### src/rtl/fifo_arb_pkg.sv
// Shared types and helpers for the FIFO read-port arbiter.
// Round-robin search is written for up to 16 consumers; callers zero-pad narrower request vectors.
package fifo_arb_pkg;

    typedef enum logic [1:0] {
        IDLE  = 2'd0,
        BURST = 2'd1,
        DRAIN = 2'd2
    } arb_state_t;

    localparam int BURST_CNT_W = 8;
    localparam int MAX_REQ     = 16;
    localparam int REQ_IDX_W   = 4;

    // First set request at or after ptr, wrapping at num; returns ptr when nothing is set.
    function automatic logic [REQ_IDX_W-1:0] rr_next(
        input logic [MAX_REQ-1:0]   req,
        input logic [REQ_IDX_W-1:0] ptr,
        input int                   num
    );
        logic [REQ_IDX_W-1:0] pick;
        logic                 found;
        int                   idx;
        pick  = ptr;
        found = 1'b0;
        for (int i = 0; i < MAX_REQ; i++) begin
            idx = (int'(ptr) + i) % num;
            if (!found && (i < num) && req[idx[REQ_IDX_W-1:0]]) begin
                pick  = idx[REQ_IDX_W-1:0];
                found = 1'b1;
            end
        end
        return pick;
    endfunction

endpackage

### src/rtl/rr_priority_picker.sv
// Combinational circular first-one search starting at ptr, with a valid flag when any request is set.
module rr_priority_picker
    import fifo_arb_pkg::*;
#(
    parameter int NUM_REQ = 4
) (
    input  logic [NUM_REQ-1:0]         req,
    input  logic [$clog2(NUM_REQ)-1:0] ptr,
    output logic [$clog2(NUM_REQ)-1:0] gnt,
    output logic                       valid
);

    localparam int IDX_W = $clog2(NUM_REQ);

    logic [MAX_REQ-1:0] req_ext;

    generate
        for (genvar gi = 0; gi < MAX_REQ; gi++) begin : g_req_ext
            if (gi < NUM_REQ) begin : g_live
                assign req_ext[gi] = req[gi];
            end else begin : g_pad
                assign req_ext[gi] = 1'b0;
            end
        end
    endgenerate

    assign gnt   = IDX_W'(rr_next(req_ext, REQ_IDX_W'(ptr), NUM_REQ));
    assign valid = |req;

endmodule

### src/rtl/fifo_read_arbiter.sv
// Round-robin sharing of an async FIFO read port among NUM_REQ consumers, bursts of up to a limit per grant.
// Optional FIFO_ARB_WEIGHT_EN adds a per-consumer burst weight input (cfg_weight).
module fifo_read_arbiter
    import fifo_arb_pkg::*;
#(
    parameter int DATA_SIZE = 8,
    parameter int NUM_REQ   = 4,
    parameter int MAX_BURST = 4
) (
    input  logic                       rclk,
    input  logic                       rrst,
    input  logic                       fifo_rempty,
    input  logic [DATA_SIZE-1:0]       fifo_rdata,
    output logic                       fifo_rinc,
    input  logic [NUM_REQ-1:0]         req,
    input  logic [NUM_REQ-1:0]         out_ready,
`ifdef FIFO_ARB_WEIGHT_EN
    input  logic [NUM_REQ*8-1:0]       cfg_weight,
`endif
    output logic                       out_valid,
    output logic [$clog2(NUM_REQ)-1:0] out_id,
    output logic [DATA_SIZE-1:0]       out_data,
    output logic                       busy
);

    localparam int ID_W = $clog2(NUM_REQ);

    arb_state_t             state_reg,     state_next;
    logic [ID_W-1:0]        gnt_reg,       gnt_next;
    logic [ID_W-1:0]        ptr_reg,       ptr_next;
    logic [BURST_CNT_W-1:0] count_reg,     count_next;
    logic [BURST_CNT_W-1:0] limit_reg,     limit_next;
    logic                   out_valid_reg, out_valid_next;
    logic [ID_W-1:0]        out_id_reg,    out_id_next;
    logic [DATA_SIZE-1:0]   out_data_reg,  out_data_next;

    logic                   pick_valid;
    logic [ID_W-1:0]        pick_gnt;
    logic [BURST_CNT_W-1:0] pick_limit;
    logic                   pop_now;
    logic                   xfer;

    rr_priority_picker #(
        .NUM_REQ (NUM_REQ)
    ) u_picker (
        .req   (req),
        .ptr   (ptr_reg),
        .gnt   (pick_gnt),
        .valid (pick_valid)
    );

`ifdef FIFO_ARB_WEIGHT_EN
    logic [BURST_CNT_W-1:0] weight_sel;
    assign weight_sel = cfg_weight[pick_gnt*BURST_CNT_W +: BURST_CNT_W];
    // A zero weight would otherwise never terminate on count, so it behaves as one.
    assign pick_limit = (weight_sel == '0) ? BURST_CNT_W'(1) : weight_sel;
`else
    assign pick_limit = BURST_CNT_W'(MAX_BURST);
`endif

    always_ff @(posedge rclk or posedge rrst) begin
        if (rrst) begin
            state_reg     <= IDLE;
            gnt_reg       <= '0;
            ptr_reg       <= '0;
            count_reg     <= '0;
            limit_reg     <= '0;
            out_valid_reg <= 1'b0;
            out_id_reg    <= '0;
            out_data_reg  <= '0;
        end else begin
            state_reg     <= state_next;
            gnt_reg       <= gnt_next;
            ptr_reg       <= ptr_next;
            count_reg     <= count_next;
            limit_reg     <= limit_next;
            out_valid_reg <= out_valid_next;
            out_id_reg    <= out_id_next;
            out_data_reg  <= out_data_next;
        end
    end

    always_comb begin
        state_next     = state_reg;
        gnt_next       = gnt_reg;
        ptr_next       = ptr_reg;
        count_next     = count_reg;
        limit_next     = limit_reg;
        out_valid_next = out_valid_reg;
        out_id_next    = out_id_reg;
        out_data_next  = out_data_reg;
        pop_now        = 1'b0;
        xfer           = out_valid_reg && out_ready[out_id_reg];

        if (xfer) begin
            out_valid_next = 1'b0;
        end

        case (state_reg)
            IDLE: begin
                if (pick_valid) begin
                    state_next = BURST;
                    gnt_next   = pick_gnt;
                    count_next = '0;
                    limit_next = pick_limit;
                end
            end
            BURST: begin
                // Pop only when the output slot is free or being emptied this cycle.
                pop_now = !fifo_rempty && req[gnt_reg] && (!out_valid_reg || out_ready[gnt_reg]);
                if (pop_now) begin
                    out_data_next  = fifo_rdata;
                    out_id_next    = gnt_reg;
                    out_valid_next = 1'b1;
                    count_next     = count_reg + BURST_CNT_W'(1);
                end
                if ((pop_now && ((count_reg + BURST_CNT_W'(1)) == limit_reg)) ||
                    fifo_rempty || !req[gnt_reg]) begin
                    state_next = DRAIN;
                end
            end
            DRAIN: begin
                if (!out_valid_reg || xfer) begin
                    state_next = IDLE;
                    ptr_next   = (gnt_reg == ID_W'(NUM_REQ - 1)) ? '0 : (gnt_reg + ID_W'(1));
                end
            end
            default: begin
                state_next = IDLE;
            end
        endcase
    end

    assign fifo_rinc = pop_now && !rrst;
    assign out_valid = out_valid_reg;
    assign out_id    = out_id_reg;
    assign out_data  = out_data_reg;
    assign busy      = (state_reg != IDLE);

endmodule

### config.mk
export PLATFORM = sky130hd
export DESIGN_NAME = fifo_read_arbiter
export DESIGN_NICKNAME = d
export VERILOG_FILES = /design/src/rtl/fifo_arb_pkg.sv /design/src/rtl/rr_priority_picker.sv /design/src/rtl/fifo_read_arbiter.sv
export SDC_FILE = /design/constraint.sdc
export NUM_CORES = 1
export LEC_CHECK = 0
export ABC_AREA = 1
export CAP_MARGIN = 20
export CORE_UTILIZATION = 40
export CTS_BUF_LIST = sky130_fd_sc_hd__clkbuf_8
export CTS_CLUSTER_SIZE = 8
export DETAILED_ROUTE_END_ITERATION = 10
export SYNTH_ARGS = -nofsm -noshare
export SYNTH_HDL_FRONTEND = slang
export SYNTH_SLANG_ARGS = --single-unit
### constraint.sdc
create_clock -name rclk -period 1.75 [get_ports rclk]
set_clock_uncertainty 0.2 [all_clocks]
set_input_delay 0.2625 -clock rclk [delete_from_list [all_inputs] [get_ports rclk]]
set_output_delay 0.2625 -clock rclk [all_outputs]
set_load 0.02 [all_outputs]
==> impl_metrics.py <==
metrics = {
    "timing": {
        "min_period_ns": 1.87,
        "relSlewSlack": 0.785,
        "rsz0062_at_grt": "true",
        "max_freq_mhz": 535,
        "setup_ws_ns": -0.117,
        "finalCritPeriodShare": 1.07,
        "tightest_slew_ns": 0.323,
        "hold_violations": 0,
        "setup-violations-final": 19,
        "whs_ns": 0.227,
        "finalMaxSlewViolations": 0,
    },
    "flow_run": {
        "maxCapViolCount": 0,
    },
    "clock_tree": {
        "cts-buffers-inserted": 3,
        "cts_root_buf": "clkbuf_8",
        "clk-insertion-delay-late_ns": 0.27,
        "path_clk_slew_ns": 0.09,
        "ctsHtreeMaxLevel": 1,
        "clock_path_buffers": 2,
        "cts_sinks": 26,
        "cts_tree": "done",
    },
    "cells_and_area": {
        "fin_cells": 364,
        "fin_nets": 339,
        "drive_gt1_frac": 0.275,
        "num_antenna_cells": 0,
        "synthToLayoutAreaGrowth_pct": 54.4,
    },
    "status": {
        "violations": "setup timing",
        "status": "finished, violations left",
    },
    "worst_setup_path": {
        "crit_slowest_cell": "dfrtp_2",
        "worst_r2r_path_depth": 12,
        "worstPathArrival_ns": 1.40,
        "r2r_slack_ns": -0.05,
        "required_ns": 1.29,
        "cp_cell_sequence": "buf_6 > nor2_4 > nor2_1 > nand2_1 > nand3_4 > nand2_4 > nor2_4 > buf_6",
        "crit_type": "flip-flop to output port",
        "slowest_delay_ns": 0.46,
        "start_kind": "flip-flop",
        "critPathMaxFanout": 6,
        "end_kind": "output port",
    },
    "global_route": {
        "track_usage": 0.197,
        "grtUsageMet1": 0.279,
        "grt_use_met2": 0.305,
        "grt_overflow": 0,
        "antenna_found_initial": 0,
        "grt_first_pass_wirelength_mm": 6.59,
        "top_usage_layer": "met2",
        "grt_max_degree": 27,
        "met3_usage": 0.0500,
        "grt_pass1_vias": 1493,
    },
    "synth": {
        "synthesis.area_sq_um": 1630,
        "yosysMostFrequentCell": "nand2_1",
        "syn_nets": 267,
        "syn-mean-instance-area_sq_um": 6.64,
        "yosysWarnings": 0,
        "yosys_most_used_dff": "dfrtp_1",
        "syn_inst": 245,
        "ys_ff_latch": 26,
        "synth_top_area_frac": 0.400,
        "synth_area_leaders": "dfrtp_1 (40%), nand2_1 (27%), inv_1 (5.1%)",
        "netlist-cell-type-count": 24,
        "synth_area_leader_cell": "dfrtp_1",
        "seq_area_frac_synth": 0.400,
        "synth_edf_count": 0,
        "async_reset_ff_frac": 1.00,
        "synth.cells.most_frequent": "nand2_1 (118), dfrtp_1 (26), inv_1 (22), nor2_1 (22), nand3_1 (15)",
    },
    "routing": {
        "drt_iter0_drc": 52,
        "drt_wl_total_mm": 3.91,
        "route.detailed.drc": 0,
        "drt-wirelength-per-cell_um": 10.7,
        "drtAntennaViolNets": 0,
        "avgViaCountPerCell": 4.58,
        "firstDrtPassIters": 4,
        "vias": 1666,
    },
    "power_and_ir_drop": {
        "p_leak_nw": 1.30,
        "ir_drop_uv": 785,
        "pwr-share-comb": 0.626,
        "internal_power_mw": 2.08,
        "power_switching_mw": 1.59,
        "cellPowerDensity_nw_per_um2": 1470,
        "power_frac_clock": 0.105,
        "pwr-share-seq": 0.269,
        "p_sw_frac": 0.433,
    },
    "placed_design": {
        "dpl.cell_count": 342,
        "gp_congestion": 0.774,
        "place_hpwl_mm": 2.71,
        "io_buffers": 31,
    },
    "floorplanning": {
        "die_h_um": 65.8,
        "io_pins": 32,
        "die_area_sq_um": 4330,
        "start_util": 0.431,
        "rows": 22,
        "die_w_um": 65.8,
        "core_area_sq_um": 3770,
    },
    "min_path": {
        "min_path_type": "primary input to asynchronous set/reset pin",
    },
}
cells in the final DEF, fill, tap and decap left out, drive strengths merged:
cell type | synthesis | final
nand4 | 2 | 2
dlymetal6s2s | 0 | 2
clkdlybuf4s50 | 0 | 22
dlygate4sd2 | 0 | 5
nor3 | 2 | 2
o21ai | 13 | 13
buf | 4 | 38
a21oi | 1 | 1
or2 | 1 | 1
nor4 | 1 | 1
inv | 27 | 27
dfrtp | 26 | 26
ha | 3 | 3
nand2 | 122 | 122
nand3 | 17 | 17
and3 | 1 | 1
clkbuf | 0 | 7
nor2 | 25 | 26
stage by stage:
step | worst slack, ns | utilization | power [mW] | area, sq um | setup TNS, ns
finish | -0.117 | 0.666 | 3.68 | 2510 | -0.687
global route | -0.236 | 0.666 | 4.00 | 2510 | -2.90
CTS | -0.124 | 0.599 | 3.33 | 2260 | -1.25
detailed placement | -0.602 | 0.564 | 2.80 | 2130 | -8.21
global placement | -0.602 | 0.564 | 2.78 | 2130 | -8.08
floorplan | 0.00150 | - | 2.14 | 1630 | 0
what timing repair did:
action / 4_1_cts / 5_1_grt
cloned: 1 / 1
buffers inserted: 5 / 11
hold buffers: 0 / 0
pin swaps: 6 / 13
setup endpoints to repair: 25 / 27
resized for setup: 27 / 40
worst paths after layout:
check | from | end
hold / removal | rrst | out_id[0]$_DFFE_PP0P_
hold reg to reg | out_data[7]$_DFFE_PP0P_ | out_data[7]$_DFFE_PP0P_
min in group rclk | out_data[7]$_DFFE_PP0P_ | out_data[7]$_DFFE_PP0P_
setup / recovery | gnt_reg[0]$_DFFE_PP0P_ | fifo_rinc
max in group asynchronous | rrst | ptr_reg[1]$_DFFE_PP0P_
setup reg to reg | gnt_reg[0]$_DFFE_PP0P_ | count_reg[1]$_DFFE_PP0P_
cells by family after synthesis:
family                     count (synthesis)  share of synthesized area
and+or+nand+nor                          171                      0.443
DFF                                       26                      0.400
AOI/OAI and AO/OA                         14                     0.0431
adders and majority gates                  3                     0.0231
buffers and inverters                     31                     0.0908
layer usage:
| metal | vias up | share of wire |
|---|---|---|
| met3 | 2 | 0.033 |
| met4 | 0 | 0.0054 |
| met5 | - | 0 |
| li1 | 899 | - |
| met2 | 24 | 0.43 |
| met1 | 741 | 0.53 |
layout make-up:
type | count | area, sq um
clock buffers | 4 | 55.1
fillers | 335 | 1260
inverters | 27 | 116
multi-input cells | 189 | 967
flip-flops and latches | 26 | 656
well taps | 48 | 60.1
repair buffers | 70 | 657
power by group through the flow:
stage	registers, mW	logic, mW	clock network, mW
after floorplan	1.07	1.07	0
after global placement	1.01	1.77	0
after detailed placement	1.00	1.80	0
after CTS	1.00	1.93	0.393
after global routing	1.02	2.55	0.424
final	0.991	2.30	0.386
worst max-delay path, delay by kind of cell, from the launching register on:
family                 cells  cell delay [ns]
DFF                        1             0.46
buffers and inverters      2             0.27
and+or+nand+nor            6             0.40
No activity file was read; power rests on OpenSTA's default activity.
